## config.mk

```make
export PLATFORM = sky130hd
export DESIGN_NAME = adc_spi_reader
export DESIGN_NICKNAME = d
export VERILOG_FILES = /design/src/rtl/adc_spi_pkg.sv /design/src/rtl/adc_sclk_gen.sv /design/src/rtl/adc_spi_reader.sv
export SDC_FILE = /design/constraint.sdc
export NUM_CORES = 1
export LEC_CHECK = 0
export CORE_ASPECT_RATIO = 0.9
export CORE_MARGIN = 2
export CORE_UTILIZATION = 36
export CTS_CLUSTER_DIAMETER = 200
export DETAILED_ROUTE_END_ITERATION = 8
export GPL_ROUTABILITY_DRIVEN = 0
export PLACE_DENSITY_LB_ADDON = 0.12
export SLEW_MARGIN = 40
export SYNTH_ARGS = -nofsm -noshare
export SYNTH_HDL_FRONTEND = slang
export SYNTH_HIERARCHICAL = 1
export SYNTH_SLANG_ARGS = --single-unit
export TNS_END_PERCENT = 5
```

## constraint.sdc

```tcl
create_clock -name clock -period 6.2 [get_ports clock]
set_clock_uncertainty 0.05 [all_clocks]
set_input_delay 1.24 -clock clock [delete_from_list [all_inputs] [get_ports clock]]
set_output_delay 1.24 -clock clock [all_outputs]
set_load 0.02 [all_outputs]
```

## src/rtl/adc_spi_pkg.sv

```systemverilog
// Shared types and constants for the ADC SPI reader.
package adc_spi_pkg;

    typedef enum logic [2:0] {
        IDLE,
        SETUP,
        SHIFT,
        HOLD,
        GAP
    } state_t;

    // Command word sent MSB first: start bit, single-ended bit, 3-bit channel.
    localparam logic CMD_START    = 1'b1;
    localparam logic CMD_SGL      = 1'b1;
    localparam int   CMD_BITS     = 5;

    // Leading ad_sclk periods whose ad_dout bits are not part of the result
    // (command, sample and null bit).
    localparam int   DISCARD_BITS = 7;

endpackage

```

## src/rtl/adc_sclk_gen.sv

```systemverilog
// Serial clock generator for the ADC SPI reader.
// Produces ad_sclk (idle low) as CLK_DIV cycles low then CLK_DIV cycles high
// per period while enable is high, and counts periods starting at 1.
// low_first is high on the cycle whose closing edge starts a low half, so a
// register loaded on it changes exactly on the first low cycle.
// high_last is high during the last high cycle itself, so a register loaded
// on it samples at the end of the high half.
module adc_sclk_gen #(
    parameter int CLK_DIV = 4,
    parameter int PER_W   = 5
) (
    input  logic             clock,
    input  logic             reset,
    input  logic             enable,
    output logic             ad_sclk,
    output logic             low_first,
    output logic             high_last,
    output logic [PER_W-1:0] period
);

    localparam logic [7:0] DIV_TOP = 8'(CLK_DIV - 1);

    logic [7:0]       cnt_q, cnt_d;
    logic             sclk_q, sclk_d;
    logic             run_q, run_d;
    logic [PER_W-1:0] per_q, per_d;

    // Next half-period count, phase and period number.
    always_comb begin
        cnt_d  = cnt_q;
        sclk_d = sclk_q;
        per_d  = per_q;
        run_d  = enable;
        if (!enable) begin
            cnt_d  = DIV_TOP;
            sclk_d = 1'b0;
            per_d  = '0;
        end else if (!run_q) begin
            cnt_d  = DIV_TOP;
            sclk_d = 1'b0;
            per_d  = PER_W'(1);
        end else if (cnt_q == 8'd0) begin
            cnt_d  = DIV_TOP;
            sclk_d = ~sclk_q;
            if (sclk_q) begin
                per_d = per_q + PER_W'(1);
            end
        end else begin
            cnt_d = cnt_q - 8'd1;
        end
    end

    // Generator state registers.
    always_ff @(posedge clock or posedge reset) begin
        if (reset) begin
            cnt_q  <= DIV_TOP;
            sclk_q <= 1'b0;
            run_q  <= 1'b0;
            per_q  <= '0;
        end else begin
            cnt_q  <= cnt_d;
            sclk_q <= sclk_d;
            run_q  <= run_d;
            per_q  <= per_d;
        end
    end

    assign ad_sclk   = sclk_q;
    assign period    = per_q;
    assign high_last = run_q & sclk_q & (cnt_q == 8'd0);
    assign low_first = enable & ~sclk_d & (cnt_d == DIV_TOP);

endmodule

```

## src/rtl/adc_spi_reader.sv

```systemverilog
// ADC SPI reader: issues a single-ended conversion command for a latched
// channel and returns the DATA_W-bit result.
// Optional build macro ADC_DOUT_SYNC_EN adds a two-flop synchronizer on ad_dout.
//
// state | meaning
// IDLE  | waiting for start, ad_cs high
// SETUP | ad_cs low, ad_sclk low, CLK_DIV cycles
// SHIFT | 7+DATA_W ad_sclk periods, command out, result in
// HOLD  | ad_sclk low, ad_cs low, CLK_DIV cycles
// GAP   | ad_cs high, busy still high, CLK_DIV cycles
module adc_spi_reader #(
    parameter int CLK_DIV = 4,
    parameter int DATA_W  = 12,
    parameter int CH_W    = 2
) (
    input  logic              clock,
    input  logic              reset,
    input  logic              start,
    input  logic [CH_W-1:0]   channel,
    output logic              busy,
    output logic              valid,
    output logic [DATA_W-1:0] data,
    output logic              ad_cs,
    output logic              ad_sclk,
    output logic              ad_din,
    input  logic              ad_dout
);

    import adc_spi_pkg::*;

    localparam int               F         = DISCARD_BITS + DATA_W;
    localparam int               PER_W     = $clog2(F + 1);
    localparam logic [7:0]       DIV_TOP   = 8'(CLK_DIV - 1);
    localparam logic [PER_W-1:0] LAST_PER  = PER_W'(F);
    localparam logic [PER_W-1:0] KEEP_FROM = PER_W'(DISCARD_BITS + 1);

    state_t              state_q, state_d;
    logic [7:0]          timer_q, timer_d;
    logic [CMD_BITS-1:0] cmd_q, cmd_d;
    logic [DATA_W-1:0]   shreg_q, shreg_d;
    logic [DATA_W-1:0]   data_q, data_d;
    logic                busy_q, busy_d;
    logic                valid_q, valid_d;
    logic                cs_q, cs_d;
    logic                din_q, din_d;

    logic                shift_run;
    logic                low_first;
    logic                high_last;
    logic [PER_W-1:0]    period;
    logic                dout_s;

`ifdef ADC_DOUT_SYNC_EN
    logic sync1_q, sync1_d;
    logic sync2_q, sync2_d;

    assign sync1_d = ad_dout;
    assign sync2_d = sync1_q;

    // Two-flop synchronizer for the converter's result line.
    always_ff @(posedge clock or posedge reset) begin
        if (reset) begin
            sync1_q <= 1'b0;
            sync2_q <= 1'b0;
        end else begin
            sync1_q <= sync1_d;
            sync2_q <= sync2_d;
        end
    end

    assign dout_s = sync2_q;
`else
    assign dout_s = ad_dout;
`endif

    // The generator runs whenever the next cycle belongs to SHIFT; this is
    // built only from registered state so it never depends on low_first.
    assign shift_run = ((state_q == SETUP) && (timer_q == 8'd0)) ||
                       ((state_q == SHIFT) && !(high_last && (period == LAST_PER)));

    adc_sclk_gen #(
        .CLK_DIV (CLK_DIV),
        .PER_W   (PER_W)
    ) u_sclk_gen (
        .clock     (clock),
        .reset     (reset),
        .enable    (shift_run),
        .ad_sclk   (ad_sclk),
        .low_first (low_first),
        .high_last (high_last),
        .period    (period)
    );

    // Next-state and registered-output logic for the conversion sequence.
    always_comb begin
        state_d = state_q;
        timer_d = timer_q;
        cmd_d   = cmd_q;
        shreg_d = shreg_q;
        data_d  = data_q;
        busy_d  = busy_q;
        valid_d = 1'b0;
        cs_d    = cs_q;
        din_d   = din_q;

        case (state_q)
            IDLE: begin
                if (start) begin
                    state_d = SETUP;
                    busy_d  = 1'b1;
                    cs_d    = 1'b0;
                    timer_d = DIV_TOP;
                    cmd_d   = {CMD_START, CMD_SGL, 3'(channel)};
                end
            end
            SETUP: begin
                if (timer_q == 8'd0) begin
                    state_d = SHIFT;
                end else begin
                    timer_d = timer_q - 8'd1;
                end
            end
            SHIFT: begin
                if (high_last) begin
                    if (period >= KEEP_FROM) begin
                        shreg_d = {shreg_q[DATA_W-2:0], dout_s};
                    end
                    if (period == LAST_PER) begin
                        state_d = HOLD;
                        timer_d = DIV_TOP;
                    end
                end
            end
            HOLD: begin
                if (timer_q == 8'd0) begin
                    state_d = GAP;
                    timer_d = DIV_TOP;
                    cs_d    = 1'b1;
                    valid_d = 1'b1;
                    data_d  = shreg_q;
                end else begin
                    timer_d = timer_q - 8'd1;
                end
            end
            GAP: begin
                if (timer_q == 8'd0) begin
                    state_d = IDLE;
                    busy_d  = 1'b0;
                end else begin
                    timer_d = timer_q - 8'd1;
                end
            end
            default: begin
                state_d = IDLE;
            end
        endcase

        // Command bits leave MSB first; zeros follow once the word is spent.
        if (low_first) begin
            din_d = cmd_q[CMD_BITS-1];
            cmd_d = {cmd_q[CMD_BITS-2:0], 1'b0};
        end
    end

    // Sequencer and output registers.
    always_ff @(posedge clock or posedge reset) begin
        if (reset) begin
            state_q <= IDLE;
            timer_q <= 8'd0;
            cmd_q   <= '0;
            shreg_q <= '0;
            data_q  <= '0;
            busy_q  <= 1'b0;
            valid_q <= 1'b0;
            cs_q    <= 1'b1;
            din_q   <= 1'b0;
        end else begin
            state_q <= state_d;
            timer_q <= timer_d;
            cmd_q   <= cmd_d;
            shreg_q <= shreg_d;
            data_q  <= data_d;
            busy_q  <= busy_d;
            valid_q <= valid_d;
            cs_q    <= cs_d;
            din_q   <= din_d;
        end
    end

    assign busy   = busy_q;
    assign valid  = valid_q;
    assign data   = data_q;
    assign ad_cs  = cs_q;
    assign ad_din = din_q;

endmodule

```

==> results of run 1 <==
-- power by group --
group	internal (mW)	total (mW)	switching (mW)
logic	0.0929	0.208	0.115
clock network	0.188	0.352	0.164
registers	0.440	0.490	0.0500
-- placed cells by master, fill, tap and decap left out, types with 2 or more instances in the layout --
cell type / n
xor2_1: 6
mux2_4: 7
a31oi_1: 5
a21boi_0: 3
dfrtp_1: 56
nor2_1: 28
a31o_2: 2
inv_1: 11
mux2_2: 18
nor3_1: 4
o21ai_0: 11
clkinv_4: 3
nand4_1: 3
clkbuf_8: 9
clkdlybuf4s50_1: 22
nand2b_1: 2
dfstp_2: 3
nand2_1: 21
or2_2: 2
nand3_1: 4
xnor2_1: 5
nor4b_2: 2
mux2i_1: 6
ha_1: 4
or3_1: 3
o21bai_1: 2
a21oi_1: 4
-- sequential cells by signal (all words and copies together), names as in the netlist --
signal / cells
ad_cs: 1
ad_din: 1
busy: 1
cmd_q: 5
data: 12
shreg_q: 12
state_q: 3
timer_q: 8
u_sclk_gen/ad_sclk: 1
u_sclk_gen/cnt_q: 8
u_sclk_gen/period: 5
u_sclk_gen/run_q: 1
valid: 1
-- worst max-delay path, cell delays in order, from the launching register on --
cell and delay, ns:
dfrtp_1 0.44, or4_4 0.60, and4bb_1 0.46, and2_1 0.19, nand3_1 0.11, nand2_1 0.12
o21a_1 0.11, nor2_1 0.07, nand2_1 0.26, nor2_1 0.11, o31ai_1 0.08, and4b_1 0.43
mux2_2 0.38
-- metrics by stage --
step | cell area, um2 | power, mW | hold slack, ns
after floorplan | 2800 | 0.652 | 0.399
after global placement | 3080 | 0.704 | 0.417
after detailed placement | 3090 | 0.706 | 0.423
after CTS | 3290 | 1.07 | 0.443
after global routing | 3290 | 1.12 | 0.458
final | 3290 | 1.05 | 0.431
-- area by class of cell --
class                           count  area share, %
Tap cell                           96           3.65
Sequential cell                    59           44.9
Clock buffer                        9           3.76
Multi-Input combinational cell    165           37.0
Timing Repair Buffer               23           6.91
Inverter                           12           1.44
Clock inverter                      7           2.35
-- kinds of logic (layout without fill, tap and decap cells) --
kind of cell | after synthesis | count (layout)
buffers and inverters | 21 | 51
flip-flops | 59 | 59
adder cells (fa/ha/maj) | 4 | 4
AND/OR/NAND/NOR | 84 | 84
AO/OA/AOI/OAI | 35 | 35
multiplexers | 31 | 31
XOR/XNOR | 11 | 11
-- routing by layer --
layer	share of wire (%)	global-route usage, %	vias to the layer above
met5	0	0	-
met4	1.1	3.84	0
met3	3.7	5.27	5
met2	43	19.3	23
met1	52	18.2	879
li1	-	-	916
-- worst paths after layout --
path | slack, ns | depth (start not counted) | to | from
setup / recovery | 2.68 | 12 | ad_din | u_sclk_gen/cnt_q[3]
hold / removal | 0.43 | 2 | cmd_q[1] | cmd_q[0]
setup reg to reg | 2.68 | 12 | ad_din | u_sclk_gen/cnt_q[3]
hold reg to reg | 0.43 | 2 | cmd_q[1] | cmd_q[0]
max in group asynchronous | 4.41 | 2 | u_sclk_gen/period[4] | reset
min in group asynchronous | 1.27 | 2 | timer_q[7] | reset
==> results_dict.tcl, run 1 <==
set metrics [dict create \
    status "finished, final reports clean" \
    powerDensity_mw_per_mm2 319 \
    critPathMaxFanout 10 \
    routedWlPerCell_um 13.5 \
    drc 0 \
    leakage_nw 1.43 \
    slew_headroom_pct 52.7 \
    syn_area_mm2 0.00280 \
    grt_max_degree 45 \
    yosysMostFrequentCell "dfrtp_1" \
    cts_made_buffers 9 \
    nNetsFinal 280 \
    avgSynthCellArea_um2 11.4 \
    synth_top_area_share_pct 50.1 \
    setup_viol 0 \
    viasPerCell 4.91 \
    ctsHtreeMaxLevel 3 \
    clkSinkCount 59 \
    port_buffers 22 \
    regArea_mm2 0.00148 \
    finalCriticalPeriod_ns 3.52 \
    n_fill_cell 708 \
    die_x_um 96.9 \
    dpl.hpwl_um 3370 \
    final_max_slew_viol_count 0 \
    synthTopCellsByCount "dfrtp_1 (56), nor2_1 (28), nand2_1 (21), mux2_2 (18), inv_1 (12)" \
    synthCells 245 \
    cts_buffer_depth 2 \
    drive_above_1_share_pct 21.5 \
    fmax_mhz 284 \
    synth_top_family_by_area "simple AND/OR/NAND/NOR gates" \
    arrival_ns 3.70 \
    post_cts.repair.setup_buffers 0 \
    worstPathRequired_ns 6.38 \
    syn2layout_area_growth_pct 17.8 \
    drv_cap 0 \
    cts_tree "yes" \
    drtPass1Iterations 4 \
    holdBufCountCts 0 \
    synth_area_leader_cell "dfrtp_1" \
    grt_first_pass_wirelength_um 8820 \
    grt_pass1_vias 1805 \
    timing_worst_slew_pin_value_ns 0.703 \
    setup_slack_ns 2.68 \
    root_buffer "clkbuf_8" \
    yosys.area_share.simple_pct 16.4 \
    start_util_pct 37.1 \
    multi_input_area_mm2 0.00122 \
    path_clk_slew_ns 0.07 \
    first_iter_violations 83 \
    core_mm2 0.00754 \
    ys_top_cells_by_area "dfrtp_1 (50%), mux2_2 (7.2%), mux2_4 (3.8%)" \
    synth_cell_types 51 \
    tns_ns 0 \
    dpl_worst_slack_ns 2.68 \
    wl_um 5000 \
    worstSkewPairLatency_ns 0.34 \
    ioPinCount 23 \
    async_flop_share_pct 100 \
    finalHoldViolCount 0 \
    fp.dieArea_mm2 0.00849 \
    ys_seq_area_share_pct 52.9 \
    antenna_found_initial 0 \
    peakVddDrop_v 0.000176 \
    dp_cells 355 \
    die_h_um 87.6 \
    synthAdderAreaFrac_pct 1.79 \
    synth-edff-count 0 \
    hold_path.class "register to register" \
    end_kind "register" \
    gr-total-overflow 0 \
    synth_compound_area_share_pct 8.23 \
    cts_resized 0 \
    instances_no_fill 371 \
    path_class "register to register" \
    row_count 30 \
    ant_nets 0 \
    start_kind "register" \
    grt_util_all_layers_pct 13.2 \
    synth-seq-cells 59 \
    finalCritPeriodShare_pct 56.7 \
    rsz0062_at_grt "no" \
    synth_xor_area_share_pct 3.44 \
    ys.flop_type "dfrtp_1" \
    num_vias 1823 \
    yosys-mux-area-fraction_pct 13.1 \
    synth.net_count 255 \
    diodes 0 \
    ys_warn_count 6 \
    fin_util_pct 43.7 \
]
No activity file was read; power rests on OpenSTA's default activity.
==> run 2: changes to the inputs <==
==> constraint.sdc (replaced) <==
create_clock -name clock -period 2.8 [get_ports clock]
set_clock_uncertainty 0.05 [all_clocks]
set_input_delay 0.56 -clock clock [delete_from_list [all_inputs] [get_ports clock]]
set_output_delay 0.56 -clock clock [all_outputs]
set_load 0.02 [all_outputs]
==> run 2 against run 1 <==
  * Core utilization up 3.9 points
  * Combinational power rose to 2.6 times the previous value
  * Routed wire length is 12% higher
  * Hold slack improved by 0.0065 ns
  * Clock power rose to 2.7 times the previous value
  * Power grew 150%
  * Largest cell class unchanged
  * Critical path depth unchanged
  * Sequential share of layout area decreased by 3.7 points
  * Global-route usage rose by 1.0 points
  * Via count rose by 7.7%
  * Sequential power rose by 120%
==> results_dict.tcl, run 2 (same netlist as run 1, synthesis figures left out) <==
set metrics [dict create \
    start_kind "register" \
    finalCriticalPeriod_ns 2.71 \
    nNetsFinal 305 \
    start_util_pct 37.1 \
    row_count 30 \
    whs_ns 0.438 \
    fmax_mhz 370 \
    core_mm2 0.00754 \
    grt_pass1_vias 1890 \
    gr-total-overflow 0 \
    cp_slowest_stage_delay_ns 0.54 \
    slew_headroom_pct 52.6 \
    tns_ns 0 \
    drtPass1Iterations 5 \
    end_kind "register" \
    finalCritPeriodShare_pct 96.6 \
    num_vias 1963 \
    cts_made_buffers 9 \
    ioPinCount 23 \
    powerDensity_mw_per_mm2 722 \
    drive_above_1_share_pct 31.7 \
    first_iter_violations 83 \
    grt_first_pass_wirelength_um 9490 \
    crit_chain "or4_4 -> and4bb_1 -> and2_4 -> nand3_4 -> nand2_2 -> o21a_1 -> nor2_2 -> nand2_2 -> nor2_4 -> o31ai_4 -> and4b_2 -> mux2_4" \
    peakVddDrop_v 0.000432 \
    drc 0 \
    crit_top_cell "nand2_2" \
    antenna_found_initial 0 \
    syn2layout_area_growth_pct 28.4 \
    worstSkewPairLatency_ns 0.33 \
    setup_viol 0 \
    diodes 0 \
    timing_worst_slew_pin_value_ns 0.704 \
    die_x_um 96.9 \
    final_common_cell "dfrtp_1" \
    holdBufCountCts 0 \
    placedInstanceArea_mm2 0.00325 \
    arrival_ns 2.87 \
    clkSinkCount 59 \
    routedWlPerCell_um 14.2 \
    die_h_um 87.6 \
    drv_cap 0 \
    path_class "register to register" \
    fp.dieArea_mm2 0.00849 \
    hold_path.class "register to register" \
    ctsHtreeMaxLevel 3 \
    grt_max_degree 45 \
    ant_nets 0 \
    final_max_slew_viol_count 0 \
    cts_tree "yes" \
    final_cell_mix "dfrtp_1 (56), nor2_1 (26), buf_4 (25), clkdlybuf4s50_1 (22), nand2_1 (19)" \
    root_buffer "clkbuf_8" \
    path_clk_slew_ns 0.07 \
    critPathMaxFanout 5 \
    wl_um 5610 \
    leakage_nw 1.56 \
    critPathSlowestCell "or4_4" \
    status "finished, final reports clean" \
    worstPathRequired_ns 2.97 \
    viasPerCell 4.96 \
    port_buffers 22 \
    finalHoldViolCount 0 \
    cts_buffer_depth 2 \
    grt_util_all_layers_pct 14.2 \
    final_area_mm2 0.00359 \
    dpl.hpwl_um 3610 \
]
[run 2: critical path: cells and delay by family (launching register included)]
family           cells  cell delay (ns)
AND/OR/NAND/NOR      9             1.67
AO/OA/AOI/OAI        2             0.19
flip-flops           1             0.38
multiplexers         1             0.31
[run 2: per-stage QoR]
stage | std cells | setup WS, ns | utilization, % | power (mW)
2_1_floorplan | 245 | -0.110 | - | 1.46
3_3_place_gp | 372 | 0.0202 | 43.1 | 1.61
3_5_place_dp | 372 | -0.0273 | 43.1 | 1.61
4_1_cts | 388 | 0.00591 | 46.3 | 2.58
5_1_grt | 396 | -0.00496 | 47.6 | 2.76
6_report | 396 | 0.0946 | 47.6 | 2.59
[run 2: layout make-up]
| cell class | instances | area (um2) |
|---|---|---|
| well taps | 96 | 120 |
| repair buffers | 47 | 408 |
| multi-input cells | 166 | 1300 |
| flip-flops and latches | 59 | 1480 |
| clock inverters | 4 | 97.6 |
| inverters | 12 | 45.0 |
| clock buffers | 12 | 145 |
| fillers | 694 | 3950 |
[run 2: power by group]
part	internal, mW	switching, mW
Combinational	0.259	0.281
Clock	0.617	0.344
Sequential	0.974	0.119
[run 2: repair_timing]
item	CTS	global route
hold endpoints to repair	0	0
buffers inserted	0	7
setup endpoints to repair	1	5
resized for setup	1	9
pin swaps	0	8
gates cloned	0	1
[run 2: final timing paths]
| kind | cells past startpoint | startpoint | endpoint | slack, ns |
|---|---|---|---|---|
| max in group asynchronous | 3 | reset | data[9] | 1.65 |
| max reg2reg | 12 | u_sclk_gen/cnt_q[3] | ad_din | 0.09 |
| min in group asynchronous | 2 | reset | u_sclk_gen/ad_sclk | 0.59 |
| max | 12 | u_sclk_gen/cnt_q[3] | ad_din | 0.09 |
| min reg2reg | 2 | cmd_q[2] | cmd_q[3] | 0.44 |
| min | 2 | cmd_q[2] | cmd_q[3] | 0.44 |
[run 2: per-layer routing]
| metal | global-route usage, % | wire (um) | vias up |
|---|---|---|---|
| met5 | 0 | 0 | - |
| met4 | 4.61 | 52 | 0 |
| met3 | 5.51 | 186 | 4 |
| met2 | 20.4 | 2490 | 35 |
| met1 | 19.9 | 2890 | 957 |
| li1 | - | - | 967 |
==> run 3: changes to the inputs <==
--- a/config.mk
+++ b/config.mk
@@ -5,6 +5,7 @@
 export SDC_FILE = /design/constraint.sdc
 export NUM_CORES = 1
 export LEC_CHECK = 0
+export ABC_AREA = 1
 export CORE_ASPECT_RATIO = 0.9
 export CORE_MARGIN = 2
 export CORE_UTILIZATION = 36
==> run 3 against run 2 <==
  * Core utilization shrank 3.4 points
  * Global-route usage increased by 0.74 points
  * Cell count up 33%
  * Critical path type unchanged
  * Critical endpoint is now cmd_q[3]
==> results_dict.tcl, run 3 <==
set metrics [dict create \
    status "finished, final reports clean" \
    final_max_slew_viol_count 0 \
    rr_startpoint "u_sclk_gen/cnt_q[1]" \
    busiest_layer "met1" \
    hold_path.class "register to register" \
    hold_path_end "u_sclk_gen/cnt_q[0]" \
    timing_worst_slew_pin_value_ns 0.615 \
    avgSynthCellArea_um2 8.43 \
    drtPass1Iterations 6 \
    antenna_found_initial 0 \
    post_cts.repair.setup_buffers 0 \
    synthCells 369 \
    ioPinCount 23 \
    gr-usage-met3_pct 4.50 \
    worstPathRequired_ns 2.97 \
    die_h_um 92.2 \
    ant_nets 0 \
    drive_above_1_share_pct 20.6 \
    arrival_ns 2.76 \
    instances_no_fill 527 \
    path_class "register to register" \
    row_count 32 \
    ys_seq_area_share_pct 47.6 \
    synth_area_leader_cell "dfrtp_1" \
    cts_made_buffers 9 \
    routedWlPerCell_um 11.7 \
    synth.net_count 379 \
    die_x_um 102 \
    slew_headroom_pct 59.0 \
    setup_viol 0 \
    fp.dieArea_mm2 0.00940 \
    dp_cells 511 \
    grt_max_degree 27 \
    p_total_mw 3.25 \
    path_clk_slew_ns 0.07 \
    async_flop_share_pct 100 \
    powerDensity_mw_per_mm2 866 \
    synth_cell_types 32 \
    core_mm2 0.00849 \
    crit_chain "inv_1 -> ha_1 -> inv_1 -> nor2_8 -> nand3_4 -> nor2_4 -> nand2_1 -> o21ai_2 -> o21ai_2 -> nand2_2 -> inv_1 -> nand3_2 -> nand2_1 -> nor2_1 -> nand2_1 -> nor2_4 -> inv_1 -> o22a_1" \
    synth-edff-count 0 \
    ctsHtreeMaxLevel 3 \
    leakage_nw 1.81 \
    min_path_cells 1 \
    critPathSlowestCell "dfstp_2" \
    syn2layout_area_growth_pct 20.6 \
    reg2reg_slack_ns 0.21 \
    ys_warn_count 6 \
    min_from "u_sclk_gen/cnt_q[0]" \
    synthTopCellsByCount "nand2_1 (94), dfrtp_1 (56), inv_1 (54), nor2_1 (27)" \
    reg2reg_depth 18 \
    finalCritPeriodShare_pct 92.6 \
    dpl.hpwl_um 4550 \
    holdBufCountCts 0 \
    drv_cap 0 \
    first_iter_violations 91 \
    grt_util_all_layers_pct 15.0 \
    cp_slowest_stage_delay_ns 0.38 \
    nNetsFinal 413 \
    placedInstanceArea_mm2 0.00350 \
    final_area_mm2 0.00375 \
    met1_usage_pct 21.7 \
    peakVddDrop_v 0.000369 \
    fmax_mhz 386 \
    use_met2_pct 21.7 \
    gr-total-overflow 0 \
    finalHoldViolCount 0 \
    cts_buffer_depth 2 \
    clkSinkCount 59 \
    worstSkewPairLatency_ns 0.32 \
    start_kind "register" \
    fin_util_pct 44.2 \
    syn_area_mm2 0.00311 \
    num_vias 2394 \
    root_buffer "clkbuf_8" \
    drc 0 \
    grt_first_pass_wirelength_um 10900 \
    crit_top_cell "inv_1" \
    rr_endpoint "cmd_q[3]" \
    synth-seq-cells 59 \
    finalCriticalPeriod_ns 2.59 \
    port_buffers 22 \
    whs_ns 0.421 \
    final_cell_mix "nand2_1 (93), dfrtp_1 (56), inv_1 (53), nor2_1 (25), clkdlybuf4s50_1 (22)" \
    start_util_pct 36.6 \
    synth_top_area_share_pct 45.1 \
    viasPerCell 4.54 \
    critPathMaxFanout 6 \
    grt_pass1_vias 2333 \
    ys.flop_type "dfrtp_1" \
    ys_top_cells_by_area "dfrtp_1 (45%), nand2_1 (11%), inv_1 (6.5%)" \
    diodes 0 \
    end_kind "register" \
    wl_um 6190 \
    final_common_cell "nand2_1" \
    yosysMostFrequentCell "nand2_1" \
    cts_tree "yes" \
]
-- run 3: cell types whose count changed after synthesis, sizes merged, moves of 3 or more --
cell	change
nor2	+11
mux2	-25
nand3	+23
or3	-3
xnor2	-5
nand2	+85
o21ai	+28
inv	+48
a31oi	-5
mux2i	-6
nand4	+6
a21boi	-3
-- run 3: through the flow --
stage          setup slack, ns  setup TNS [ns]
2_1_floorplan           0.0482               0
3_3_place_gp             0.121               0
3_5_place_dp           -0.0518          -0.101
4_1_cts                0.00322               0
5_1_grt               -0.00138        -0.00138
6_report                 0.208               0
-- run 3: area by class of cell --
type / instances / area, um2
clock buffer: 12 / 145
clock inverter: 4 / 73.8
fill: 889 / 4740
inverter: 61 / 234
multi-input combinational: 243 / 1380
sequential: 59 / 1480
tap: 119 / 149
timing repair buffer: 29 / 285
-- run 3: repair_timing --
item | CTS | global route
endpoints found under the setup margin | 3 | 6
resized for setup | 1 | 7
pin swaps | 0 | 2
-- run 3: worst max-delay path: cells and delay by family, from the launching register on --
family | cells | cell delay (ns)
AOI/OAI and AO/OA | 3 | 0.48
adders and majority gates | 1 | 0.16
and+or+nand+nor | 10 | 1.05
DFF | 1 | 0.38
buffers and inverters | 4 | 0.37
-- run 3: power breakdown --
part,leakage (nW),internal [mW],switching (mW)
Clock,0.111,0.526,0.328
Combinational,0.922,0.441,0.834
Sequential,0.779,1.00,0.116
Total,1.81,1.97,1.28
-- run 3: metal layers --
metal,vias up,wire length [um]
met4,0,73
met1,1124,3250
met2,32,2670
met3,8,197
li1,1230,-
met5,-,0
-- run 3: logic make-up after synthesis --
logic type	synth area share, %
AO/OA/AOI/OAI	9.69
AND/OR/NAND/NOR	30.3
buffers and inverters	9.09
adder cells (fa/ha/maj)	1.61
XOR/XNOR	1.69
flip-flops	47.6
-- run 3: how the worst max path moves through the flow --
stage	startpoint	endpoint	slack (ns)	cells after the start
global placement	u_sclk_gen/cnt_q[0]	cmd_q[3]	0.12	19
detailed placement	u_sclk_gen/cnt_q[1]	cmd_q[1]	-0.05	20
global route	u_sclk_gen/cnt_q[1]	cmd_q[1]	-0.001	19
finish	u_sclk_gen/cnt_q[1]	cmd_q[3]	0.21	18
floorplan	u_sclk_gen/cnt_q[0]	cmd_q[3]	0.05	18
CTS	u_sclk_gen/cnt_q[1]	cmd_q[1]	0.003	20
